### config.mk
export PLATFORM = sky130hd
export DESIGN_NAME = dezigzag_buffer
export DESIGN_NICKNAME = d
export VERILOG_FILES = /design/src/rtl/dezigzag_buffer.sv
export SDC_FILE = /design/constraint.sdc
export NUM_CORES = 2
export LEC_CHECK = 0
export BUFFER_PORTS_ARGS = -buffer_cell sky130_fd_sc_hd__buf_2
export CORE_ASPECT_RATIO = 1.25
export CORE_UTILIZATION = 30
export CTS_BUF_LIST = sky130_fd_sc_hd__clkbuf_16
export DETAILED_ROUTE_END_ITERATION = 16
export GPL_TIMING_DRIVEN = 0
export MAX_ROUTING_LAYER = met4
export PLACE_DENSITY = 0.44
export SLEW_MARGIN = 25
export SYNTH_ARGS = -nofsm -noshare
export SYNTH_HDL_FRONTEND = slang
export SYNTH_SLANG_ARGS = --single-unit
### constraint.sdc
create_clock -name clk -period 3.8 [get_ports clk]
set_clock_uncertainty 0.1 [all_clocks]
set_input_delay 0.57 -clock clk [delete_from_list [all_inputs] [get_ports clk]]
set_output_delay 0.57 -clock clk [all_outputs]
set_load 0.01 [all_outputs]
### src/rtl/dezigzag_buffer.sv
// Purpose: ping-pong 2x64 coefficient buffer that reorders JPEG zigzag-ordered input into raster order.
// Latency: out_valid rises the cycle after the 64th coefficient of a block is accepted.
// Backpressure: in_ready drops while the bank being written is still full; outputs hold while out_ready is low.
// Ports: clk/rst (sync, active-high); in_data/in_valid/in_last/in_ready zigzag input side;
//        out_data/out_valid/out_last/out_ready raster output side; err sticky in_last mismatch flag.
module dezigzag_buffer #(
   parameter int DWIDTH = 12
) (
   input  logic              clk,
   input  logic              rst,
   input  logic [DWIDTH-1:0] in_data,
   input  logic              in_valid,
   input  logic              in_last,
   output logic              in_ready,
   output logic [DWIDTH-1:0] out_data,
   output logic              out_valid,
   output logic              out_last,
   input  logic              out_ready,
   output logic              err
);

   // Zigzag index -> raster address.
   localparam logic [5:0] ZZ [0:63] = '{
      6'd0,  6'd1,  6'd8,  6'd16, 6'd9,  6'd2,  6'd3,  6'd10,
      6'd17, 6'd24, 6'd32, 6'd25, 6'd18, 6'd11, 6'd4,  6'd5,
      6'd12, 6'd19, 6'd26, 6'd33, 6'd40, 6'd48, 6'd41, 6'd34,
      6'd27, 6'd20, 6'd13, 6'd6,  6'd7,  6'd14, 6'd21, 6'd28,
      6'd35, 6'd42, 6'd49, 6'd56, 6'd57, 6'd50, 6'd43, 6'd36,
      6'd29, 6'd22, 6'd15, 6'd23, 6'd30, 6'd37, 6'd44, 6'd51,
      6'd58, 6'd59, 6'd52, 6'd45, 6'd38, 6'd31, 6'd39, 6'd46,
      6'd53, 6'd60, 6'd61, 6'd54, 6'd47, 6'd55, 6'd62, 6'd63
   };

   // Two banks of 64 entries, addressed as {bank, raster index}. Not reset.
   logic [DWIDTH-1:0] bank_mem [0:127];

   logic [5:0] wr_idx_q, wr_idx_d;
   logic [5:0] rd_idx_q, rd_idx_d;
   logic       wr_bank_q, wr_bank_d;
   logic       rd_bank_q, rd_bank_d;
   logic [1:0] full_q, full_d;
   logic       err_q, err_d;

   logic       in_fire;
   logic       out_fire;
   logic       wr_at_end;
   logic       rd_at_end;
   logic [6:0] wr_addr;
   logic [6:0] rd_addr;

   assign in_ready  = !full_q[wr_bank_q];
   assign out_valid = full_q[rd_bank_q];
   assign in_fire   = in_valid && in_ready;
   assign out_fire  = out_valid && out_ready;
   assign wr_at_end = (wr_idx_q == 6'd63);
   assign rd_at_end = (rd_idx_q == 6'd63);
   assign wr_addr   = {wr_bank_q, ZZ[wr_idx_q]};
   assign rd_addr   = {rd_bank_q, rd_idx_q};

   // Read bank is never the write target while it is full, so the read
   // word stays stable across a stall without an output register.
   assign out_data  = out_valid ? bank_mem[rd_addr] : '0;
   assign out_last  = out_valid && rd_at_end;
   assign err       = err_q;

   always_comb begin
      wr_idx_d  = wr_idx_q;
      rd_idx_d  = rd_idx_q;
      wr_bank_d = wr_bank_q;
      rd_bank_d = rd_bank_q;
      full_d    = full_q;
      err_d     = err_q;

      if (in_fire) begin
         wr_idx_d = wr_idx_q + 6'd1;
         if (in_last != wr_at_end) begin
            err_d = 1'b1;
         end
         if (wr_at_end) begin
            full_d[wr_bank_q] = 1'b1;
            wr_bank_d         = !wr_bank_q;
         end
      end

      // A write can only complete on a non-full bank and a read only on a
      // full one, so both full updates below always hit different banks.
      if (out_fire) begin
         rd_idx_d = rd_idx_q + 6'd1;
         if (rd_at_end) begin
            full_d[rd_bank_q] = 1'b0;
            rd_bank_d         = !rd_bank_q;
         end
      end
   end

   always_ff @(posedge clk) begin
      if (rst) begin
         wr_idx_q  <= '0;
         rd_idx_q  <= '0;
         wr_bank_q <= 1'b0;
         rd_bank_q <= 1'b0;
         full_q    <= '0;
         err_q     <= 1'b0;
      end else begin
         wr_idx_q  <= wr_idx_d;
         rd_idx_q  <= rd_idx_d;
         wr_bank_q <= wr_bank_d;
         rd_bank_q <= rd_bank_d;
         full_q    <= full_d;
         err_q     <= err_d;
      end
   end

   always_ff @(posedge clk) begin
      if (!rst && in_fire) begin
         bank_mem[wr_addr] <= in_data;
      end
   end

endmodule
==> impl_metrics.json <==
{
  "wl_per_cell_um": 31.0,
  "power_frac_clock_pct": 43.7,
  "rsz0062_at_grt": "true",
  "path_clk_slew_ps": 60,
  "die_h_um": 511,
  "p_switching_mw": 7.40,
  "area_growth_syn_to_layout_pct": 27.6,
  "start_util_pct": 30.2,
  "io_pins": 33,
  "htreeDepth": 4,
  "timing.slew.headroom_pct": 27.4,
  "holdWs_ps": 64.2,
  "peakVddDrop_mv": 0.413,
  "core_area_mm2": 0.206,
  "ant_nets": 0,
  "port_buffers": 32,
  "async_flop_share_pct": 0,
  "ys.flop_type": "edfxtp_1",
  "clock_sinks": 1553,
  "holdPathEnd": "bank_mem[45][9]",
  "fill_cells": 18700,
  "total_power_mw": 34.9,
  "synth_edf_count": 1536,
  "synth_top_area_share_pct": 74.2,
  "gp_congestion": 0.941,
  "dp_hpwl_um": 136000,
  "netlist_top_cells_count": "1,536 x edfxtp_1, 341 x mux2i_1, 246 x mux4_2, 177 x nor2_1, 121 x nand2_1",
  "die_area_mm2": 0.209,
  "cap_violations": 0,
  "crit_fanout": 10,
  "combPwrFrac_pct": 2.2,
  "grt_pass1_vias": 34100,
  "worstRegToRegCells": 9,
  "r2r_start": "wr_idx_q[1]",
  "antenna_found_initial": 6,
  "syn-num-nets": 3244,
  "ys_types": 81,
  "p_int_mw": 27.5,
  "grt_max_degree": 87,
  "fp.dieW_um": 409,
  "tritoncts": "built",
  "grt_util_all_layers_pct": 19.6,
  "postSynthCellCount": 3208,
  "r2r_slack_ps": 120,
  "routed_via_density": 5.11,
  "clkLatencyLatePin_ps": 820,
  "grt_pass1_wl_um": 279000,
  "cts_root_buffer": "clkbuf_16",
  "ys_ff_latch": 1553,
  "drt_iter0_drc": 3195,
  "rr_endpoint": "bank_mem[50][3]",
  "min_path_cells": 1,
  "switching_share_pct": 21.2,
  "worst_pin_slew_ps": 1090,
  "path_class": "flop to output port",
  "startpoint_type": "flop",
  "syn_area_mm2": 0.0622,
  "cts_made_buffers": 163,
  "multi_input_area_mm2": 0.0174,
  "cts_max_path_buffers": 3,
  "status": "finished, violations left",
  "yosysWarningCount": 0,
  "wirelength_um": 204000,
  "hold_viol": 0,
  "power.density_mw_per_mm2": 439,
  "first_pass_iters": 7,
  "drive_above_1_share_pct": 36.9,
  "cp-end-kind": "output port",
  "nets": 3756,
  "grt-ovfl-total": 0,
  "seq_power_share_pct": 54.1,
  "finalMaxSlewViolations": 0,
  "timing.final.crit_share_pct": 120,
  "ys_top_cells_by_area": "edfxtp_1 74%, mux4_2 8.9%, mux2i_1 5.5%",
  "hp-start": "in_data[9]",
  "final_util_pct": 38.6,
  "fmax_mhz": 220,
  "syn_avg_cell_area_um2": 19.4,
  "layout_setup_ws_ps": -753,
  "cellLeakagePower_nw": 23.9,
  "yosysMostFrequentCell": "edfxtp_1",
  "cp.arrival_ps": 3880,
  "yosysTopAreaCell": "edfxtp_1",
  "cp.required_ps": 3130,
  "period_needed_ps": 4550,
  "violations": "setup timing",
  "hold_class": "input pin to flop",
  "synth_sequential_area_ratio_pct": 74.7,
  "via_count": 33600,
  "ff_latch_area_mm2": 0.0465,
  "row_count": 186,
  "setup_violations": 12,
  "drc": 0
}
==> power by group through the flow <==
stage	logic, mW	registers [mW]	clock network, mW
floorplan	0.145	19.2	0
global placement	0.558	19.2	0
detailed placement	0.636	19.2	0
CTS	0.736	18.8	15.6
global route	0.811	18.8	16.2
finish	0.773	18.8	15.2
==> timing repair <==
action / 4_1_cts / 5_1_grt
setup buffers: 156 / 88
endpoints found under the hold margin: 23 / 0
pin swaps: 148 / 96
endpoints found under the setup margin: 1549 / 730
cloned: 2 / 11
gates resized for setup: 642 / 160
hold buffers: 3 / 0
==> final cells by class <==
class / instances / area share [%]
Multi-Input combinational cell: 1450 / 21.9
Antenna cell: 3 / 0.00947
Inverter: 15 / 0.0757
Tap cell: 2726 / 4.30
Clock inverter: 132 / 1.19
Timing Repair Buffer: 347 / 5.74
Clock buffer: 164 / 5.17
Sequential cell: 1553 / 58.6
Buffer: 190 / 2.98
==> per-stage QoR <==
step	cells	worst slack, ps	area (um^2)	TNS, ps
4_1_cts	6480	-729	77300	-8090
6_report	6580	-753	79300	-7810
3_3_place_gp	5966	-2380	65800	-2568980
3_5_place_dp	6026	-1890	67000	-1952190
5_1_grt	6580	-779	79300	-8350
2_1_floorplan	3208	-292	62200	-11570
==> worst max-delay path, stage by stage (launching register included) <==
cell and delay, ps:
dfxtp_1 480, clkbuf_2 450, clkbuf_4 450, a41oi_2 300, a221oi_4 540, o22ai_2 150, a221oi_2 440, buf_2 220
==> worst max path at each step <==
| stage | from | endpoint |
|---|---|---|
| floorplan | wr_idx_q[0] | bank_mem[65][0] |
| global placement | wr_idx_q[1] | bank_mem[71][0] |
| detailed placement | wr_idx_q[0] | bank_mem[25][9] |
| CTS | rd_idx_q[0] | out_data[1] |
| global route | rd_idx_q[2] | out_data[6] |
| finish | rd_idx_q[3] | out_data[3] |
==> sequential cells by signal (all words and copies together), names as in the netlist <==
| register | count |
|---|---|
| bank_mem | 1536 |
| full_q | 2 |
| rd_bank_q | 1 |
| rd_idx_q | 6 |
| wr_idx_q | 6 |
| err | 1 |
| wr_bank_q | 1 |
==> logic make-up (layout without fill, tap and decap cells) <==
kind of cell	after synthesis	in the layout	share of synthesized area (%)
compound gates	355	356	4.37
fa+ha+maj	19	19	0.382
xor+xnor	16	16	0.225
buf+inv	207	848	2.20
other cells	0	3	0
simple gates	459	460	3.40
mux	599	599	14.7
flops	1553	1553	74.7
==> cells in the final DEF, fill, tap and decap left out, drive strengths merged, types with 46 or more instances in the layout <==
cell type / instances
a21oi: 49
edfxtp: 1536
clkbuf: 234
nand2: 122
a22oi: 110
nand3: 46
clkinv: 70
inv: 66
mux4: 248
mux2i: 341
buf: 463
nor2: 178
==> routing by layer <==
| metal | up-vias | part of all wire [%] | global-route usage (%) | routed length, um |
|---|---|---|---|---|
| met3 | 295 | 5.0 | 3.02 | 10100 |
| li1 | 14200 | - | - | - |
| met1 | 18100 | 40 | 23.8 | 81600 |
| met4 | 0 | 3.7 | 6.49 | 7500 |
| met2 | 999 | 51 | 33.4 | 105000 |
| met5 | - | 0 | - | 0 |
No activity file was read; power rests on OpenSTA's default activity.
